--- config.mk ---
export PLATFORM = sky130hd
export DESIGN_NAME = bin_mem_ctrl_flat
export DESIGN_NICKNAME = d
export VERILOG_FILES = /design/src/rtl/bin_mem_pkg.sv /design/src/rtl/bin_mem_if.sv /design/src/rtl/cs_decoder.sv /design/src/rtl/bin_mem_ctrl.sv /design/src/flat_wrapper.sv
export SDC_FILE = /design/constraint.sdc
export NUM_CORES = 1
export LEC_CHECK = 0
export CORE_ASPECT_RATIO = 0.9
export CORE_MARGIN = 2
export CORE_UTILIZATION = 45
export CTS_BUF_LIST = sky130_fd_sc_hd__clkbuf_2 sky130_fd_sc_hd__clkbuf_4 sky130_fd_sc_hd__clkbuf_8
export DETAILED_ROUTE_END_ITERATION = 16
export PLACE_DENSITY = 0.76
export SETUP_SLACK_MARGIN = 0.05
export SYNTH_ARGS = -nofsm -noshare
export SYNTH_HDL_FRONTEND = slang
export SYNTH_SLANG_ARGS = --single-unit
--- constraint.sdc ---
create_clock -name clk -period 1.78 [get_ports clk]
set_input_delay 0.267 -clock clk [delete_from_list [all_inputs] [get_ports clk]]
set_output_delay 0.267 -clock clk [all_outputs]
set_load 0.01 [all_outputs]
--- src/rtl/bin_mem_pkg.sv ---
// bin_mem_pkg: shared FSM encoding and default geometry for the binary cell array controller
package bin_mem_pkg;
  localparam int DEF_ADDR_W = 4;
  localparam int DEF_DATA_W = 4;
  typedef enum logic [1:0] {
    IDLE   = 2'd0,
    SETUP  = 2'd1,
    STROBE = 2'd2,
    HOLD   = 2'd3
  } state_t;
endpackage

--- src/rtl/bin_mem_if.sv ---
// bin_mem_if: request/response handshake plus array-side pins of the cell array controller
interface bin_mem_if
  import bin_mem_pkg::*;
#(
  parameter int ADDR_W = DEF_ADDR_W,
  parameter int DATA_W = DEF_DATA_W
);
  localparam int DEPTH = 1 << ADDR_W;
  logic              req_valid;
  logic              req_ready;
  logic              req_wr;
  logic [ADDR_W-1:0] req_addr;
  logic [DATA_W-1:0] req_data;
  logic              rsp_valid;
  logic [DATA_W-1:0] rsp_data;
  logic [DEPTH-1:0]  cs;
  logic              r;
  logic              w;
  logic [DATA_W-1:0] d;
  logic [DATA_W-1:0] q;
  modport master (
    output req_valid, req_wr, req_addr, req_data, q,
    input  req_ready, rsp_valid, rsp_data, cs, r, w, d
  );
  modport slave (
    input  req_valid, req_wr, req_addr, req_data, q,
    output req_ready, rsp_valid, rsp_data, cs, r, w, d
  );
endinterface

--- src/rtl/cs_decoder.sv ---
// cs_decoder: row address to one-hot chip select, all-zero when disabled
module cs_decoder #(
  parameter int ADDR_W = 4,
  parameter int DEPTH  = 1 << ADDR_W
) (
  input  logic [ADDR_W-1:0] addr,
  input  logic              en,
  output logic [DEPTH-1:0]  sel
);
  assign sel = en ? DEPTH'(1) << addr : '0;
endmodule

--- src/rtl/bin_mem_ctrl.sv ---
// bin_mem_ctrl: sequences single-word read/write requests onto a row-organised cell array
module bin_mem_ctrl
  import bin_mem_pkg::*;
#(
  parameter int ADDR_W = DEF_ADDR_W,
  parameter int DATA_W = DEF_DATA_W
) (
  input logic     clk,
  input logic     rst,
  bin_mem_if.slave bus
);
  localparam int DEPTH = 1 << ADDR_W;
  state_t            state, state_nx;
  logic              accept, busy_nx, wr_q, wr_sel;
  logic [ADDR_W-1:0] addr_q, addr_sel;
  logic [DATA_W-1:0] data_q, data_sel, d_nx;
  logic [DEPTH-1:0]  cs_nx;
  logic              r_nx, w_nx, rsp_valid_nx;
  assign accept        = state == IDLE && bus.req_valid;
  assign bus.req_ready = state == IDLE;
  always_ff @(posedge clk or posedge rst)
    if (rst) state <= IDLE;
    else state <= state_nx;
  always_comb
    state_nx = state == IDLE   ? (bus.req_valid ? SETUP : IDLE) :
               state == SETUP  ? STROBE :
               state == STROBE ? HOLD : IDLE;
  // Array pins are registered, so on the accept edge the fresh request feeds them directly
  always_comb begin
    wr_sel       = accept ? bus.req_wr   : wr_q;
    addr_sel     = accept ? bus.req_addr : addr_q;
    data_sel     = accept ? bus.req_data : data_q;
    busy_nx      = state_nx != IDLE;
    d_nx         = busy_nx && wr_sel ? data_sel : '0;
    w_nx         = state_nx == STROBE && wr_q;
    r_nx         = state_nx == STROBE && !wr_q;
    rsp_valid_nx = state_nx == HOLD && !wr_q;
  end
  cs_decoder #(.ADDR_W(ADDR_W), .DEPTH(DEPTH)) u_dec (
    .addr(addr_sel),
    .en  (busy_nx),
    .sel (cs_nx)
  );
  always_ff @(posedge clk or posedge rst)
    if (rst) begin
      wr_q   <= 1'b0;
      addr_q <= '0;
      data_q <= '0;
    end else if (accept) begin
      wr_q   <= bus.req_wr;
      addr_q <= bus.req_addr;
      data_q <= bus.req_data;
    end
  always_ff @(posedge clk or posedge rst)
    if (rst) begin
      bus.cs        <= '0;
      bus.r         <= 1'b0;
      bus.w         <= 1'b0;
      bus.d         <= '0;
      bus.rsp_valid <= 1'b0;
      bus.rsp_data  <= '0;
    end else begin
      bus.cs        <= cs_nx;
      bus.r         <= r_nx;
      bus.w         <= w_nx;
      bus.d         <= d_nx;
      bus.rsp_valid <= rsp_valid_nx;
      if (state == STROBE && !wr_q) bus.rsp_data <= bus.q;
    end
endmodule

--- src/flat_wrapper.sv ---
// flat-port wrapper written by rule: the top's interface ports become plain ports
module bin_mem_ctrl_flat import bin_mem_pkg::*;
#(
  parameter int ADDR_W = DEF_ADDR_W,
  parameter int DATA_W = DEF_DATA_W
)
  (clk, rst, bus_req_valid, bus_req_wr, bus_req_addr, bus_req_data, bus_q, bus_req_ready, bus_rsp_valid, bus_rsp_data, bus_cs, bus_r, bus_w, bus_d);
  bin_mem_if #(.ADDR_W(ADDR_W), .DATA_W(DATA_W)) bus_i ();
  input logic clk;
  input logic rst;
  input wire logic [$bits(bus_i.req_valid)-1:0] bus_req_valid;
  input wire logic [$bits(bus_i.req_wr)-1:0] bus_req_wr;
  input wire logic [$bits(bus_i.req_addr)-1:0] bus_req_addr;
  input wire logic [$bits(bus_i.req_data)-1:0] bus_req_data;
  input wire logic [$bits(bus_i.q)-1:0] bus_q;
  output wire logic [$bits(bus_i.req_ready)-1:0] bus_req_ready;
  output wire logic [$bits(bus_i.rsp_valid)-1:0] bus_rsp_valid;
  output wire logic [$bits(bus_i.rsp_data)-1:0] bus_rsp_data;
  output wire logic [$bits(bus_i.cs)-1:0] bus_cs;
  output wire logic [$bits(bus_i.r)-1:0] bus_r;
  output wire logic [$bits(bus_i.w)-1:0] bus_w;
  output wire logic [$bits(bus_i.d)-1:0] bus_d;
  assign bus_i.req_valid = bus_req_valid;
  assign bus_i.req_wr = bus_req_wr;
  assign bus_i.req_addr = bus_req_addr;
  assign bus_i.req_data = bus_req_data;
  assign bus_i.q = bus_q;
  assign bus_req_ready = bus_i.req_ready;
  assign bus_rsp_valid = bus_i.rsp_valid;
  assign bus_rsp_data = bus_i.rsp_data;
  assign bus_cs = bus_i.cs;
  assign bus_r = bus_i.r;
  assign bus_w = bus_i.w;
  assign bus_d = bus_i.d;
  bin_mem_ctrl #(.ADDR_W(ADDR_W), .DATA_W(DATA_W)) u_core (.clk(clk), .rst(rst), .bus(bus_i));
endmodule
==> impl_metrics.toml <==
[hold_path]
hp-class = "primary input to asynchronous set/reset pin"

[die]
ios = 44
rows = 20
core_sq_um = 3350
fp.dieW_um = 66.0
dieArea_sq_um = 3950
die_h_um = 59.8
start_util_pct = 46.5

[global_route]
track_usage_pct = 16.6
antenna_found_initial = 0
grt_start_max_net_pins = 39
grt_pass1_vias = 1044
grt_overflow = 0
grt_first_pass_wirelength_mm = 4.80

[sta]
period_share_pct = 90.6
setup_slack_ps = 168
fmax_ghz = 0.620
period_needed_ps = 1610
rsz0062_at_grt = "no"
skew_ps = 6.86
relSlewSlack_pct = 72.7
hold_viol_final = 0
setup_viol = 0
drv_slew = 0
tightest_slew_ps = 407

[clock_network]
cts.sinks = 38
clock_latency_ps = 280
tritoncts = "built"
ctsHtreeMaxLevel = 2
clkTransAtPathRegs_ps = 70
numCtsBuffers = 5
cts_hold_buf = 0
clock_path_buffers = 2
cts_root_buf = "clkbuf_8"

[synth]
ys_async_sr_fraction_pct = 100
synthFlopType = "dfrtp_1"
netlist_area_sq_um = 1560
ys_ff_latch = 38
ys_warn_count = 0
yosysSeqAreaShare_pct = 61.0
syn_avg_cell_area_sq_um = 13.3
synthCells = 117
synth_edf_count = 0
syn_nets = 137
synth_cell_types = 29

[critical_path]
r2r_slack_ps = 170
crit_chain = "inv_1 > buf_4 > ha_1 > nor3b_2 > a311oi_4 > buf_6 > nor3_1"
critPathCaptureType = "flop"
cp.arrival_ps = 1760
crit-reg2reg-launch = "u_core.state[0]"
cp.required_ps = 1930
cp_max_fo = 8
path_class = "flop to flop"
critical-path-max-stage-delay_ps = 360
critPathTopFamily = "buffers and inverters"
r2r_end = "u_core.bus.cs[7]"
worstSetupStartpointType = "flop"
cp_num_buf_inv = 3
cp_slowest_cell = "dfrtp_1"
setup.worst_path.end = "u_core.bus.cs[7]"
crit_start = "u_core.state[0]"
reg2reg_depth = 7
worst-path-stages = 7

[route]
first_pass_iters = 4
detail-route-antenna-nets = 0
wirelength_mm = 2.91
drtIter0Drc = 76
drc_errors = 0
via_count = 1098
wl_per_cell_um = 13.2
viasPerCell = 4.99

[layout]
mostFrequentLayoutCells = "42 x clkdlybuf4s50_1, 38 x dfrtp_1, 14 x nor3_1"
area_growth_pct = 44.0
drive_above_1_share_pct = 22.2
fin_nets = 196
final_util_pct = 66.9
final_common_cell = "clkdlybuf4s50_1"
diodes = 0

[placed_design]
dp_hpwl_mm = 2.17
place_ws_ps = -66.1
port_buffers = 43
gp_congestion = 0.795

[pwr]
swShare_pct = 34.4
p_seq_share_pct = 35.1
combPwrFrac_pct = 50.6
vdd_drop_max_uv = 891
leakagePower_nw = 1.04
p_clk_share_pct = 14.3
power_density_nw_per_um2 = 1720
p_sw_mw = 1.33
intPower_mw = 2.54

[flow_run]
maxCapViolCount = 0

[run_status]
status = "finished, final reports clean"
-- sequential cells by signal (all words and copies together) (netlist names), 2 cells and up --
| signal | count |
|---|---|
| u_core.bus.d | 4 |
| u_core.addr_q | 4 |
| u_core.bus.rsp_data | 4 |
| u_core.state | 2 |
| u_core.bus.cs | 16 |
| u_core.data_q | 4 |
-- logic make-up (layout without fill, tap and decap cells) --
| family | after synthesis | in the layout | share of synthesized area (%) |
|---|---|---|---|
| multiplexers | 9 | 9 | 7.87 |
| buffers and inverters | 13 | 72 | 3.86 |
| flip-flops | 38 | 38 | 61.0 |
| adder cells (fa/ha/maj) | 4 | 4 | 3.21 |
| AND/OR/NAND/NOR | 41 | 41 | 15.8 |
| AO/OA/AOI/OAI | 12 | 12 | 8.19 |
-- synthesized netlist by cell type (3+ instances only) --
library cell  number  area, sq um
dfrtp_1           38          951
nor3_1            15         75.1
inv_1              7         26.3
mux2_2             6         67.6
nand2_1            6         22.5
ha_1               4         50.1
a21oi_1            3         15.0
and3b_1            3         26.3
buf_4              3         22.5
nand3_1            3         15.0
nor2b_1            3         18.8
-- repair_timing --
item,in CTS,in global routing
hold endpoints to repair,0,0
pin swaps,0,1
endpoints found under the setup margin,19,11
gates resized for setup,3,2
buffers inserted,0,3
-- power groups by stage --
stage          Clock (mW)  Sequential, mW  Combinational, mW
4_1_cts             0.573            1.36               1.89
6_report            0.554            1.36               1.96
5_1_grt             0.624            1.39               2.12
3_3_place_gp            0            1.36               1.79
3_5_place_dp            0            1.38               1.83
2_1_floorplan           0            1.45              0.950
-- cell type report --
| type | instances | area (sq um) |
|---|---|---|
| Multi-Input combinational cell | 66 | 564 |
| Tap cell | 44 | 55.1 |
| Timing Repair Buffer | 56 | 556 |
| Clock buffer | 7 | 83.8 |
| Fill cell | 260 | 1110 |
| Sequential cell | 38 | 951 |
| Inverter | 9 | 33.8 |
-- worst reg2reg max path: stages (launching register included) --
cell	delay [ps]
dfrtp_1	360
inv_1	80
buf_4	140
ha_1	230
nor3b_2	180
a311oi_4	270
buf_6	170
nor3_1	60
-- how the worst min path moves through the flow --
stage	to	slack [ps]	depth (start not counted)
finish	u_core.bus.cs[10]	350	3
global placement	u_core.data_q[2]	470	2
CTS	u_core.bus.cs[15]	350	3
floorplan	u_core.addr_q[1]	420	1
detailed placement	u_core.data_q[0]	460	2
global route	u_core.bus.cs[7]	360	3
-- stage by stage --
stage / total power, mW / setup TNS, ps / instances / hold WS [ps] / cell area, sq um
after CTS: 3.82 / 0 / 217 / 351 / 2210
after detailed placement: 3.21 / -375 / 210 / 461 / 2120
after global routing: 4.13 / 0 / 220 / 359 / 2240
after global placement: 3.15 / 0 / 210 / 473 / 2120
final: 3.87 / 0 / 220 / 348 / 2240
after floorplan: 2.40 / 0 / 117 / 417 / 1560
-- metal layers --
layer,part of all wire (%),GRT usage [%],wire length (um)
met5,0,0,0
met4,1.8,6.12,53
met3,8.0,6.40,232
met2,48,26.3,1390
met1,43,21.0,1240
(Power assumes the default switching activity.)
